### src/rtl/line_buffer_3x3_if.sv
// Pixel-stream interface for the 3x3 line buffer.
// The producer side drives the raster pixels; the buffer side returns the column triplets.
interface line_buffer_3x3_if #(
    parameter int DATA_WIDTH = 8
);
    logic [DATA_WIDTH-1:0] pixel_i;
    logic                  valid_i;
    logic [DATA_WIDTH-1:0] S1_o;
    logic [DATA_WIDTH-1:0] S2_o;
    logic [DATA_WIDTH-1:0] S3_o;
    logic                  valid_o;
    logic                  frame_done_o;
    logic [9:0]            row_o;

    modport master (
        output pixel_i, valid_i,
        input  S1_o, S2_o, S3_o, valid_o, frame_done_o, row_o
    );

    modport slave (
        input  pixel_i, valid_i,
        output S1_o, S2_o, S3_o, valid_o, frame_done_o, row_o
    );
endinterface

### src/rtl/line_buffer_3x3.sv
// Turns a raster pixel stream into vertically aligned row taps (r-2, r-1, r)
// using two line memories; triplets are flagged valid once two lines are buffered.
module line_buffer_3x3 #(
    parameter int COLS       = 5,
    parameter int ROWS       = 5,
    parameter int DATA_WIDTH = 8
) (
    input  logic               clk,
    input  logic               rst,
    line_buffer_3x3_if.slave   bus
);
    localparam int AW = (COLS > 1) ? $clog2(COLS) : 1;

    localparam logic [0:0] FILL   = 1'b0;
    localparam logic [0:0] STREAM = 1'b1;

    logic [DATA_WIDTH-1:0] line_a [0:COLS-1];
    logic [DATA_WIDTH-1:0] line_b [0:COLS-1];

    logic [9:0]  col;
    logic [9:0]  row;
    logic [0:0]  state;
    logic [AW-1:0] col_idx;
    logic        last_col;
    logic        last_row;

    logic [DATA_WIDTH-1:0] s1_p1;
    logic [DATA_WIDTH-1:0] s2_p1;
    logic [DATA_WIDTH-1:0] s3_p1;
    logic [9:0]            row_p1;
    logic                  vld_p1;
    logic                  done_p1;

    assign col_idx  = col[AW-1:0];
    assign last_col = (col == 10'(COLS - 1));
    assign last_row = (row == 10'(ROWS - 1));

    // Line memories shift down one row per accepted pixel; reads above see pre-write values.
    always_ff @(posedge clk) begin
        if (bus.valid_i) begin
            line_b[col_idx] <= line_a[col_idx];
            line_a[col_idx] <= bus.pixel_i;
        end
    end

    // Stage p1: registered triplet, position counters and fill/stream control.
    always_ff @(posedge clk or negedge rst) begin
        if (!rst) begin
            s1_p1   <= '0;
            s2_p1   <= '0;
            s3_p1   <= '0;
            row_p1  <= '0;
            vld_p1  <= 1'b0;
            done_p1 <= 1'b0;
            col     <= '0;
            row     <= '0;
            state   <= FILL;
        end else begin
            vld_p1  <= 1'b0;
            done_p1 <= 1'b0;
            if (bus.valid_i) begin
                s1_p1  <= line_b[col_idx];
                s2_p1  <= line_a[col_idx];
                s3_p1  <= bus.pixel_i;
                row_p1 <= row;

                if (last_col) begin
                    col <= '0;
                    row <= last_row ? 10'd0 : row + 10'd1;
                end else begin
                    col <= col + 10'd1;
                end

                case (state)
                    FILL: begin
                        if (row == 10'd1 && last_col) state <= STREAM;
                    end
                    default: begin
                        vld_p1 <= 1'b1;
                        if (last_row && last_col) begin
                            done_p1 <= 1'b1;
                            state   <= FILL;
                        end
                    end
                endcase
            end
        end
    end

    assign bus.S1_o         = s1_p1;
    assign bus.S2_o         = s2_p1;
    assign bus.S3_o         = s3_p1;
    assign bus.row_o        = row_p1;
    assign bus.valid_o      = vld_p1;
    assign bus.frame_done_o = done_p1;
endmodule
### src/flat_wrapper.sv
// flat-port wrapper written by rule: the top's interface ports become plain ports
module line_buffer_3x3_flat 
#(
    parameter int COLS       = 5,
    parameter int ROWS       = 5,
    parameter int DATA_WIDTH = 8
)
  (clk, rst, bus_pixel_i, bus_valid_i, bus_S1_o, bus_S2_o, bus_S3_o, bus_valid_o, bus_frame_done_o, bus_row_o);
  line_buffer_3x3_if #(.DATA_WIDTH(DATA_WIDTH)) bus_i ();
  input  logic clk;
  input  logic rst;
  input wire logic [$bits(bus_i.pixel_i)-1:0] bus_pixel_i;
  input wire logic [$bits(bus_i.valid_i)-1:0] bus_valid_i;
  output wire logic [$bits(bus_i.S1_o)-1:0] bus_S1_o;
  output wire logic [$bits(bus_i.S2_o)-1:0] bus_S2_o;
  output wire logic [$bits(bus_i.S3_o)-1:0] bus_S3_o;
  output wire logic [$bits(bus_i.valid_o)-1:0] bus_valid_o;
  output wire logic [$bits(bus_i.frame_done_o)-1:0] bus_frame_done_o;
  output wire logic [$bits(bus_i.row_o)-1:0] bus_row_o;
  assign bus_i.pixel_i = bus_pixel_i;
  assign bus_i.valid_i = bus_valid_i;
  assign bus_S1_o = bus_i.S1_o;
  assign bus_S2_o = bus_i.S2_o;
  assign bus_S3_o = bus_i.S3_o;
  assign bus_valid_o = bus_i.valid_o;
  assign bus_frame_done_o = bus_i.frame_done_o;
  assign bus_row_o = bus_i.row_o;
  line_buffer_3x3 #(.COLS(COLS), .ROWS(ROWS), .DATA_WIDTH(DATA_WIDTH)) u_core (.clk(clk), .rst(rst), .bus(bus_i));
endmodule
### config.mk
export PLATFORM = sky130hd
export DESIGN_NAME = line_buffer_3x3_flat
export DESIGN_NICKNAME = d
export VERILOG_FILES = /design/src/rtl/line_buffer_3x3_if.sv /design/src/rtl/line_buffer_3x3.sv /design/src/flat_wrapper.sv
export SDC_FILE = /design/constraint.sdc
export NUM_CORES = 1
export LEC_CHECK = 0
export ABC_AREA = 1
export BUFFER_PORTS_ARGS = -buffer_cell sky130_fd_sc_hd__buf_2
export CAP_MARGIN = 20
export CORE_ASPECT_RATIO = 0.75
export CORE_MARGIN = 4
export CORE_UTILIZATION = 52
export DETAILED_ROUTE_END_ITERATION = 12
export PLACE_DENSITY = 0.8
export SYNTH_ARGS = -nofsm -noshare
export SYNTH_HDL_FRONTEND = slang
export SYNTH_SLANG_ARGS = --single-unit
### constraint.sdc
create_clock -name clk -period 2.3 [get_ports clk]
set_input_delay 0.575 -clock clk [delete_from_list [all_inputs] [get_ports clk]]
set_output_delay 0.575 -clock clk [all_outputs]
set_load 0.01 [all_outputs]
==> out/metrics.csv <==
stage;metric;value;unit
setup_path;cell family contributing the most delay on the critical path;buffers and inverters;
setup_path;critical register-to-register path startpoint;u_core.col[0];
global_route;global routing usage summed across all routing layers;22.1;%
logic_synthesis;mean instance size in the synthesized netlist;10.6;sq um
finish;antenna cells;0;
route;number of DRC violations after detailed routing;0;
global_route;largest net degree at the start of global routing;58;
timing;unrepaired setup endpoints after global routing;no;
global_route;number of antenna violations at the first check in global routing;0;
route;total number of vias;4106;
logic_synthesis;count of state elements after synthesis;137;
timing;clock tree skew after final layout;0.00870;ns
setup_path;largest stage delay on the critical path;0.40;ns
clock_network;cts bufs inserted;17;
logic_synthesis;warning count from the yosys run;0;
job;max-cap violations;0;
floorplanning;DIE WIDTH;128;microns
timing;max_slew headroom;67.2;%
route;drt pass-1 iters;5;
logic_synthesis;top cells by area, synth;sky130_fd_sc_hd__edfxtp_1, sky130_fd_sc_hd__dfrtp_1, sky130_fd_sc_hd__nand2_1;
clock_network;later-pin clock latency in the skew report;0.42;ns
logic_synthesis;ranking of synthesized cells by instance count;sky130_fd_sc_hd__nand2_1, sky130_fd_sc_hd__edfxtp_1, sky130_fd_sc_hd__nor2_1;
timing;final hold vios;0;
finish;number of nets in the layout;610;
clock_network;hold-fix buffers at CTS;0;
logic_synthesis;commonest register cell after synthesis;sky130_fd_sc_hd__edfxtp_1;
global_route;wire length of the first global-routing pass;21.1;mm
timing;slew at the pin with the worst max-slew slack;0.490;ns
setup_path;critical path start-end classification;flip-flop to flip-flop;
route;wire per inst;17.9;microns
power;peak supply drop;0.000887;V
floorplanning;Row Count;32;
route;detail-routed via count per cell;5.53;
finish;filler instances;784;
timing;Final Critical Period;1.85;ns
setup_path;cell with the biggest individual delay on the critical path;sky130_fd_sc_hd__dfrtp_1;
setup_path;cell breakdown of the critical path;inv_2, ha_1, nand2_1, inv_2, nand3_1, nor3_2, buf_4, inv_2, nand2_1, nand2_1;
logic_synthesis;sequential share of the synthesized area;68.1;%
route;post-detailed-route count of antenna-violating nets;0;
logic_synthesis;net count after synthesis;548;
setup_path;cells on worst reg2reg path;10;
setup_path;worst-path maximum fanout;19;
finish;Finished Cell Area;6640;sq um
clock_network;CTS Sinks;137;
setup_path;CP required;2.59;ns
status;outcome;completed;
clock_network;Resized cells post-CTS;0;
finish;fraction of layout cells with a size suffix above 1;19.1;%
clock_network;H-Tree Depth;4;
route;routed wire length;13.3;mm
placement;count of input and output buffers;46;
clock_network;CTS tree;done;
clock_network;Root Buffer;sky130_fd_sc_hd__clkbuf_16;
global_route;vias in the first global route;4048;
placement;minimum setup slack after placement;0.392;ns
logic_synthesis;cell type with the largest total area after synthesis;sky130_fd_sc_hd__edfxtp_1;
setup_path;sort of element at the end of the critical path;flip-flop;
timing;max-slew violation count;0;
timing;setup total negative slack;0;ns
setup_path;total buffers and inverters traversed by the critical path;4;
clock_network;Clock Tree Buf Depth;2;
placement;placed wire-length estimate;8.45;mm
floorplanning;initial cell density of the core;54.0;%
clock_network;setup repair bufs after CTS;0;
timing;count of endpoints failing setup in the final report;0;
logic_synthesis;synth unique cells;29;
placement;total cell area at the placement stage;6080;sq um
logic_synthesis;proportion of register bits with asynchronous set or reset after synthesis;41.6;%
clock_network;Clock Pin Slew Worst Setup and Hold Paths;0.06;ns
timing;setup slack of the critical path after layout;0.452;ns
logic_synthesis;summed instance area of the synthesized netlist;5630;sq um
min_path;class of the tightest hold or removal check;input port to async pin;
floorplanning;Die Height;98.1;microns
setup_path;critical path launch point type;flip-flop;
route;iteration-0 DRC count of the detailed router;481;
floorplanning;number of top-level design ports;47;
floorplanning;Core ar.;10400;sq um
setup_path;first element of the critical path;u_core.col[0];
logic_synthesis;Synth top area share;42.7;%
timing;fmax;541;MHz
logic_synthesis;number of instances in the synthesized netlist;532;
finish;growth of design area from synthesis to finish;17.9;%
logic_synthesis;most frequently used cell type in the post-synthesis netlist;sky130_fd_sc_hd__nand2_1;
setup_path;instance count on the critical path;10;
setup_path;arrival time reported for the critical path endpoint;2.14;ns
placement;routability congestion estimate;0.896;
global_route;total gr overflow;0;
finish;post-layout utilization of the core;63.7;%
power;Lkg Pwr;2.93;nW
floorplanning;die area;12600;sq um
power;Power Density;1310;nW/um^2
timing;share of the clock period used by the worst path after layout;80.4;%
logic_synthesis;count of flip-flops with a built-in enable after synthesis;80;
## state kept, by name, indices dropped and copies added, names as in the netlist
name and flops:
u_core.bus.valid_o 1, u_core.row 10, u_core.line_a 40, u_core.bus.frame_done_o 1
u_core.state 1, u_core.line_b 40, u_core.bus.S3_o 8, u_core.bus.S1_o 8
u_core.col 10, u_core.bus.row_o 10, u_core.bus.S2_o 8
## cell usage in the layout (no fill, tap or decap), types with 2 or more instances in the layout
master                       netlist  routed
sky130_fd_sc_hd__a21oi_1           8       8
sky130_fd_sc_hd__buf_2             9      46
sky130_fd_sc_hd__buf_4             4      18
sky130_fd_sc_hd__clkbuf_16         0      17
sky130_fd_sc_hd__clkinv_2          0       4
sky130_fd_sc_hd__clkinv_4          0       3
sky130_fd_sc_hd__clkinvlp_4        0       6
sky130_fd_sc_hd__dfrtp_1          57      57
sky130_fd_sc_hd__edfxtp_1         80      80
sky130_fd_sc_hd__ha_1              5       5
sky130_fd_sc_hd__inv_1            36      36
sky130_fd_sc_hd__inv_2            10      10
sky130_fd_sc_hd__nand2_1         136     136
sky130_fd_sc_hd__nand2_2           2       2
sky130_fd_sc_hd__nand3_1          28      28
sky130_fd_sc_hd__nand4_1           4       4
sky130_fd_sc_hd__nor2_1           62      62
sky130_fd_sc_hd__nor3_1            6       3
sky130_fd_sc_hd__nor3_2            2       5
sky130_fd_sc_hd__o211ai_1          9       9
sky130_fd_sc_hd__o21ai_0          10      10
sky130_fd_sc_hd__o21ai_1          38      38
sky130_fd_sc_hd__o22ai_1           5       5
sky130_fd_sc_hd__xnor2_1           2       2
sky130_fd_sc_hd__xor2_1            5       5
## power breakdown
| part | switching (mW) | total (mW) | leakage [nW] | internal (mW) |
|---|---|---|---|---|
| Clock | 1.05 | 2.53 | 0.257 | 1.48 |
| Combinational | 1.66 | 2.41 | 1.23 | 0.755 |
| Sequential | 0.366 | 3.72 | 1.44 | 3.36 |
| Total | 3.07 | 8.67 | 2.93 | 5.59 |
## metal layers
| layer | GRT usage [%] | part of all wire (%) |
|---|---|---|
| met1 | 29.9 | 42 |
| met2 | 34.3 | 48 |
| met3 | 6.01 | 8.3 |
| met4 | 8.40 | 1.5 |
| met5 | 0 | 0 |
## layout make-up
type / count / area, sq um / share of cell area, %
sequential: 137 / 3830 / 57.7
timing repair buffer: 65 / 385 / 5.81
multi-input combinational: 327 / 1520 / 22.9
inverter: 46 / 173 / 2.60
tap: 136 / 170 / 2.56
clock inverter: 15 / 130 / 1.96
clock buffer: 17 / 425 / 6.41
## through the flow
step                      instances  power, mW  hold WS (ns)
after detailed placement        711       6.11         0.459
after global routing            743       9.12         0.175
after CTS                       743       8.69         0.166
final                           743       8.67         0.160
after floorplan                 532       5.20         0.279
after global placement          711       5.97         0.454
## worst register-to-register path: stages, from the launching register on
cell	delay [ns]
sky130_fd_sc_hd__dfrtp_1	0.40
sky130_fd_sc_hd__inv_2	0.28
sky130_fd_sc_hd__ha_1	0.21
sky130_fd_sc_hd__nand2_1	0.06
sky130_fd_sc_hd__inv_2	0.05
sky130_fd_sc_hd__nand3_1	0.09
sky130_fd_sc_hd__nor3_2	0.13
sky130_fd_sc_hd__buf_4	0.22
sky130_fd_sc_hd__inv_2	0.12
sky130_fd_sc_hd__nand2_1	0.09
sky130_fd_sc_hd__nand2_1	0.08
## cell families after synthesis
| family | Yosys count | share of synthesized area, % |
|---|---|---|
| DFF | 137 | 68.1 |
| AOI/OAI and AO/OA | 72 | 7.01 |
| buffers and inverters | 68 | 5.14 |
| adders and majority gates | 5 | 1.11 |
| and+or+nand+nor | 243 | 17.6 |
| xor gates and xnor gates | 7 | 1.09 |
## worst paths after layout
kind,endpoint,slack [ns]
min in group clk,u_core.line_a[2][7],0.41
max reg2reg,u_core.row[6],0.45
min,u_core.col[5],0.16
max,u_core.row[6],0.45
min reg2reg,u_core.bus.S3_o[4],0.47
max in group asynchronous,u_core.bus.S2_o[2],1.87
No activity file was read; power rests on OpenSTA's default activity.
